[src/rtl/jog_setpoint_scheduler_if.sv]
// Setpoint offer channel between the jog scheduler and the downstream driver.
interface jog_setpoint_scheduler_if #(
  parameter int unsigned Width = 16
) ();
  logic             oValid;
  logic [Width-1:0] oValue;
  logic             iReady;

  modport master (output oValid, output oValue, input iReady);
  modport slave  (input oValid, input oValue, output iReady);
endinterface

[src/rtl/jog_setpoint_scheduler.sv]
// Jog setpoint scheduler: bounded setpoint with step acceleration, offered
// downstream over valid/ready with coalescing of events during an offer.
module jog_setpoint_scheduler #(
  parameter int unsigned Width          = 16,
  parameter int unsigned MinValue       = 0,
  parameter int unsigned MaxValue       = 1000,
  parameter int unsigned InitValue      = 0,
  parameter int unsigned StepSmall      = 1,
  parameter int unsigned StepLarge      = 10,
  parameter int unsigned AccelCount     = 8,
  parameter int unsigned ClockPeriod_ns = 20,
  parameter int unsigned GapInterval_ns = 500_000_000
) (
  input  logic                       Clock,
  input  logic                       Reset,
  input  logic                       iEnable,
  input  logic                       iUp,
  input  logic                       iDown,
  jog_setpoint_scheduler_if.master   bus,
  output logic                       oAtMin,
  output logic                       oAtMax
);

  localparam int unsigned GapCycles = GapInterval_ns / ClockPeriod_ns;
  localparam int unsigned GapW      = (GapCycles > 1) ? $clog2(GapCycles) : 1;
  localparam int unsigned StreakW   = (AccelCount > 0) ? $clog2(AccelCount + 1) : 1;
  localparam int unsigned W1        = Width + 1;

  typedef enum logic [1:0] {ST_IDLE = 2'b00, ST_OFFER = 2'b01} state_t;
  typedef enum logic [1:0] {DIR_NONE = 2'b00, DIR_UP = 2'b01, DIR_DOWN = 2'b10} dir_t;

  state_t               state_q, state_d;
  dir_t                 dir_q, dir_d, ev_dir;
  logic [Width-1:0]     value_q, next_val, next_up, next_dn, ovalue_d;
  logic [StreakW-1:0]   streak_q, streak_d;
  logic [GapW-1:0]      gap_q, gap_d;
  logic [W1-1:0]        step, sum_up, floor_dn;
  logic                 pending_q, pending_d, ovalid_d;
  logic                 ev, changed;

  // Candidate setpoint for this edge, computed one bit wide so bounds never wrap.
  always_comb begin
    ev       = iEnable & (iUp ^ iDown);
    ev_dir   = iUp ? DIR_UP : DIR_DOWN;
    step     = ((dir_q == ev_dir) && (streak_q >= StreakW'(AccelCount)))
               ? W1'(StepLarge) : W1'(StepSmall);
    sum_up   = W1'(value_q) + step;
    floor_dn = W1'(MinValue) + step;
    next_up  = (sum_up > W1'(MaxValue)) ? Width'(MaxValue) : sum_up[Width-1:0];
    next_dn  = (W1'(value_q) < floor_dn) ? Width'(MinValue) : value_q - step[Width-1:0];
    next_val = value_q;
    if (ev) next_val = iUp ? next_up : next_dn;
    changed  = ev & (next_val != value_q);
  end

  // Direction streak and idle-gap tracking for acceleration.
  always_comb begin
    streak_d = streak_q;
    dir_d    = dir_q;
    gap_d    = gap_q;
    if (!iEnable) begin
      streak_d = '0;
      gap_d    = '0;
    end else if (ev) begin
      gap_d = '0;
      if (dir_q == ev_dir) begin
        if (streak_q < StreakW'(AccelCount)) streak_d = streak_q + 1'b1;
      end else begin
        streak_d = StreakW'(1);
        dir_d    = ev_dir;
      end
    end else begin
      if (iUp & iDown) streak_d = '0;
      if (gap_q >= GapW'(GapCycles - 1)) begin
        streak_d = '0;
        dir_d    = DIR_NONE;
      end else begin
        gap_d = gap_q + 1'b1;
      end
    end
  end

  // Offer FSM: next state and registered-output next values.
  always_comb begin
    state_d   = state_q;
    ovalid_d  = bus.oValid;
    ovalue_d  = bus.oValue;
    pending_d = pending_q;
    case (state_q)
      ST_IDLE: begin
        pending_d = 1'b0;
        if (changed) begin
          ovalid_d = 1'b1;
          ovalue_d = next_val;
          state_d  = ST_OFFER;
        end
      end
      ST_OFFER: begin
        if (bus.oValid && bus.iReady) begin
          if (pending_q || changed) begin
            ovalue_d  = next_val;
            pending_d = 1'b0;
          end else begin
            ovalid_d = 1'b0;
            state_d  = ST_IDLE;
          end
        end else if (changed) begin
          pending_d = 1'b1;
        end
      end
      default: begin
        state_d   = ST_IDLE;
        ovalid_d  = 1'b0;
        pending_d = 1'b0;
      end
    endcase
  end

  // State and output registers.
  always_ff @(posedge Clock) begin
    if (Reset) begin
      state_q    <= ST_IDLE;
      dir_q      <= DIR_NONE;
      value_q    <= Width'(InitValue);
      streak_q   <= '0;
      gap_q      <= '0;
      pending_q  <= 1'b0;
      bus.oValid <= 1'b0;
      bus.oValue <= Width'(InitValue);
      oAtMin     <= (Width'(InitValue) == Width'(MinValue));
      oAtMax     <= (Width'(InitValue) == Width'(MaxValue));
    end else begin
      state_q    <= state_d;
      dir_q      <= dir_d;
      value_q    <= next_val;
      streak_q   <= streak_d;
      gap_q      <= gap_d;
      pending_q  <= pending_d;
      bus.oValid <= ovalid_d;
      bus.oValue <= ovalue_d;
      oAtMin     <= (next_val == Width'(MinValue));
      oAtMax     <= (next_val == Width'(MaxValue));
    end
  end

endmodule

[src/flat_wrapper.sv]
// flat-port wrapper written by rule: the top's interface ports become plain ports
module jog_setpoint_scheduler_flat 
#(
  parameter int unsigned Width          = 16,
  parameter int unsigned MinValue       = 0,
  parameter int unsigned MaxValue       = 1000,
  parameter int unsigned InitValue      = 0,
  parameter int unsigned StepSmall      = 1,
  parameter int unsigned StepLarge      = 10,
  parameter int unsigned AccelCount     = 8,
  parameter int unsigned ClockPeriod_ns = 20,
  parameter int unsigned GapInterval_ns = 500_000_000
)
  (Clock, Reset, iEnable, iUp, iDown, oAtMin, oAtMax, bus_oValid, bus_oValue, bus_iReady);
  jog_setpoint_scheduler_if #(.Width(Width)) bus_i ();
  input  logic Clock;
  input  logic Reset;
  input  logic iEnable;
  input  logic iUp;
  input  logic iDown;
  output logic oAtMin;
  output logic oAtMax;
  output wire logic [$bits(bus_i.oValid)-1:0] bus_oValid;
  output wire logic [$bits(bus_i.oValue)-1:0] bus_oValue;
  input wire logic [$bits(bus_i.iReady)-1:0] bus_iReady;
  assign bus_oValid = bus_i.oValid;
  assign bus_oValue = bus_i.oValue;
  assign bus_i.iReady = bus_iReady;
  jog_setpoint_scheduler #(.Width(Width), .MinValue(MinValue), .MaxValue(MaxValue), .InitValue(InitValue), .StepSmall(StepSmall), .StepLarge(StepLarge), .AccelCount(AccelCount), .ClockPeriod_ns(ClockPeriod_ns), .GapInterval_ns(GapInterval_ns)) u_core (.Clock(Clock), .Reset(Reset), .iEnable(iEnable), .iUp(iUp), .iDown(iDown), .bus(bus_i), .oAtMin(oAtMin), .oAtMax(oAtMax));
endmodule
[config.mk]
export PLATFORM = sky130hd
export DESIGN_NAME = jog_setpoint_scheduler_flat
export DESIGN_NICKNAME = d
export VERILOG_FILES = /design/src/rtl/jog_setpoint_scheduler_if.sv /design/src/rtl/jog_setpoint_scheduler.sv /design/src/flat_wrapper.sv
export SDC_FILE = /design/constraint.sdc
export NUM_CORES = 1
export LEC_CHECK = 0
export ABC_AREA = 1
export BUFFER_PORTS_ARGS = -buffer_cell sky130_fd_sc_hd__buf_2
export CORE_MARGIN = 5
export CORE_UTILIZATION = 45
export CTS_CLUSTER_DIAMETER = 50
export DETAILED_ROUTE_END_ITERATION = 10
export PLACE_DENSITY_LB_ADDON = 0.12
export SETUP_SLACK_MARGIN = 0.1
export SYNTH_ARGS = -nofsm -noshare
export SYNTH_HDL_FRONTEND = slang
export SYNTH_SLANG_ARGS = --single-unit
export TNS_END_PERCENT = 10
[constraint.sdc]
create_clock -name Clock -period 5 [get_ports Clock]
set_clock_uncertainty 0.05 [all_clocks]
set_input_delay 1 -clock Clock [delete_from_list [all_inputs] [get_ports Clock]]
set_output_delay 1 -clock Clock [all_outputs]
set_load 0.05 [all_outputs]
==> summary.md <==
| Metric | Value |
|---|---|
| Status | `finished, final reports clean` |
| Top cells by area, synth | `dfxtp_1, nand2_1, nor2_1` |
| Routed WL | `13.89 mm` |
| Post-CTS Resized | `0` |
| Initial antenna violation count | `0` |
| Core Area | `10840 um2` |
| Unique cell type count in the Yosys netlist | `46` |
| Die span in x | `115.1 um` |
| Number of max-cap violations | `0` |
| Final setup margin | `0.4860 ns` |
| Syn nets | `814` |
| Place WS | `-0.01276 ns` |
| Crit path max fanout | `9` |
| Average wire per standard cell | `14.41 um` |
| Reg area | `1341 um2` |
| Setup repair bufs after CTS | `0` |
| Hold Path Class | `flop to flop` |
| Max Freq | `0.2215 GHz` |
| Period utilisation layout | `0.9028` |
| Register area share after synthesis | `0.2700` |
| Async S/R FF share, synth | `0` |
| DIE AREA | `13240 um2` |
| Largest net degree at the start of global routing | `22` |
| Tightest Pin Transition | `0.5571 ns` |
| Via count | `5065` |
| Worst path slowest cell | `fa_1` |
| # hold bufs at CTS | `0` |
| Post-DP HPWL | `10.82 mm` |
| RSZ-0062 raised after global routing | `no` |
| Initial DRC count | `382` |
| Minimum clock period | `4.514 ns` |
| Core Rows | `38` |
| Antenna diodes | `0` |
| Slew Limit Fails | `0` |
| Chip height | `115.1 um` |
| VDD IR max | `0.1987 mV` |
| Clk buf depth | `2` |
| Required @ worst endpoint | `5.20 ns` |
| Top cell type's share of synthesized area | `0.2700` |
| Cell with the most instances on the worst path | `nand2_1` |
| Htree depth | `3` |
| TritonCTS clock tree | `built` |
| Leak | `2.469 nW` |
| CTS sink cnt | `67` |
| Synth Flop Type | `dfxtp_1` |
| Syn_area_per_cell | `6.242 um2` |
| # setup viols final | `0` |
| Max stage delay on crit path | `0.40 ns` |
| First drt pass iteration count | `7` |
| Crit path DAT | `4.72 ns` |
| Cell Pwr Density | `306.7 nW/um2` |
| Remaining DRCs | `0` |
| Worst setup path class | `input port to flop` |
| Vias in the first global route | `4835` |
| Clk_lat worst skew | `0.35 ns` |
| Ys Warns | `0` |
| Global-route usage over all layers | `0.2182` |
| IO Pins | `25` |
| Root buf cell | `clkbuf_8` |
| Crit end category | `flop` |
| Fillers | `1169` |
| Post-Syn Instances | `796` |
| CTS clk-pin slew, worst paths | `0.07 ns` |
| Slew margin rel. | `0.6281` |
| Avg Vias per Cell | `5.254` |
| Setup crit start kind | `input port` |
| Synthesized area | `4969 um2` |
| Synth Register Bits | `67` |
| Port Buffers | `24` |
| Post-synth EDFFs | `0` |
| Routability Congestion | `0.9429` |
| Synth area leader | `dfxtp_1` |
| Final hold viol count | `0` |
| Footprint of the multi-input gates | `3039 um2` |
| Area delta synth->final | `8.713%` |
| Layout Nets | `837` |
| First-pass GRT wire length | `23.22 mm` |
| Initial Util | `0.4583` |
| WHS | `0.4138 ns` |
| Grt total ovfl | `0` |
| Detail Route Antenna Nets | `0` |
| Total CTS buffers | `9` |
| Share of layout cells above drive strength 1 | `0.1456` |
-- logic make-up after synthesis --
logic type / count (synthesis) / synth area share
compound gates: 76 / 0.08688
xor+xnor: 10 / 0.01763
fa+ha+maj: 12 / 0.03324
buf+inv: 146 / 0.1224
flops: 67 / 0.2700
simple gates: 485 / 0.4699
-- cell usage in the layout (no fill, tap or decap), drive strengths merged --
cell / instances
a211oi: 3
a21oi: 29
a22oi: 4
a311o: 1
a31o: 1
a31oi: 2
and2: 2
and3: 2
buf: 30
bufinv: 1
clkbuf: 13
clkinv: 4
clkinvlp: 1
dfxtp: 67
fa: 2
ha: 10
inv: 123
nand2: 222
nand3: 75
nand4: 25
nor2: 122
nor3: 31
nor3b: 1
nor4: 7
o211ai: 2
o21a: 3
o21ai: 29
o31ai: 1
o41ai: 1
xnor2: 1
xor2: 9
-- state kept, by name, indices dropped and copies added, names as in the netlist, 2 cells and up --
signal,count
u_core.bus.oValue,16
u_core.dir_q,2
u_core.gap_q,25
u_core.streak_q,4
u_core.value_q,16
-- path summary, 6_finish.rpt --
kind	start	end	slack [ns]	cells past startpoint
worst min-delay path	u_core.dir_q[0]	u_core.dir_q[0]	0.41	2
worst max-delay path	iUp	u_core.bus.oValue[11]	0.49	28
worst max register to register	u_core.dir_q[0]	u_core.bus.oValue[11]	0.96	28
worst min register to register	u_core.dir_q[0]	u_core.dir_q[0]	0.41	2
-- metrics by stage --
step	instance area, um2	power, mW	util	TNS, ns	std cells
floorplan	4969	1.067	-	0	796
global placement	5176	1.188	0.4775	0	946
detailed placement	5176	1.188	0.4775	-0.07250	946
CTS	5381	1.661	0.4964	0	962
global route	5401	1.766	0.4983	0	964
finish	5401	1.656	0.4983	0	964
-- Yosys cell counts (2+ instances only) --
cell type  number
nand2_1       201
nor2_1        107
inv_1         104
dfxtp_1        67
nand3_1        67
a21oi_1        29
nor3_1         28
o21ai_0        24
nand4_1        19
inv_2          18
nand2_2        16
ha_1           10
xor2_1          9
nor2_2          7
buf_4           6
clkbuf_1        6
nand4_2         6
nor2_4          6
nor4_1          6
nand2_4         5
a22oi_1         4
buf_2           4
buf_6           4
o21ai_1         4
a211oi_1        3
clkinv_1        3
nand3_2         3
nand3_4         3
o21a_1          3
a31oi_1         2
and2_1          2
and3_1          2
fa_1            2
nor2_8          2
nor3_2          2
o211ai_1        2
-- area by class of cell --
cell class | instances | area share
Clock buffer | 13 | 0.02942
Sequential cell | 67 | 0.2483
Multi-Input combinational cell | 585 | 0.5627
Timing Repair Buffer | 30 | 0.03058
Tap cell | 140 | 0.03243
Clock inverter | 3 | 0.008571
Inverter | 126 | 0.08802
-- per-layer routing --
layer  up-vias  share of wire  GRT usage
li1       2587              -          -
met1      2327           0.45     0.2826
met2       135           0.47     0.3681
met3        16          0.061    0.04579
met4         0          0.014    0.06025
met5         -              0          0
-- power breakdown --
part	total (mW)	internal, mW	switching, mW
clock network	0.470	0.259	0.211
logic	0.569	0.168	0.401
registers	0.617	0.570	0.0468
total	1.66	0.997	0.659
-- worst max-delay path, delay by kind of cell --
family	cells	cell delay (ns)
adder cells (fa/ha/maj)	2	0.62
buffers and inverters	6	0.60
XOR/XNOR	1	0.16
AND/OR/NAND/NOR	19	2.32
Note: power is estimated with default switching activity, not from simulation.
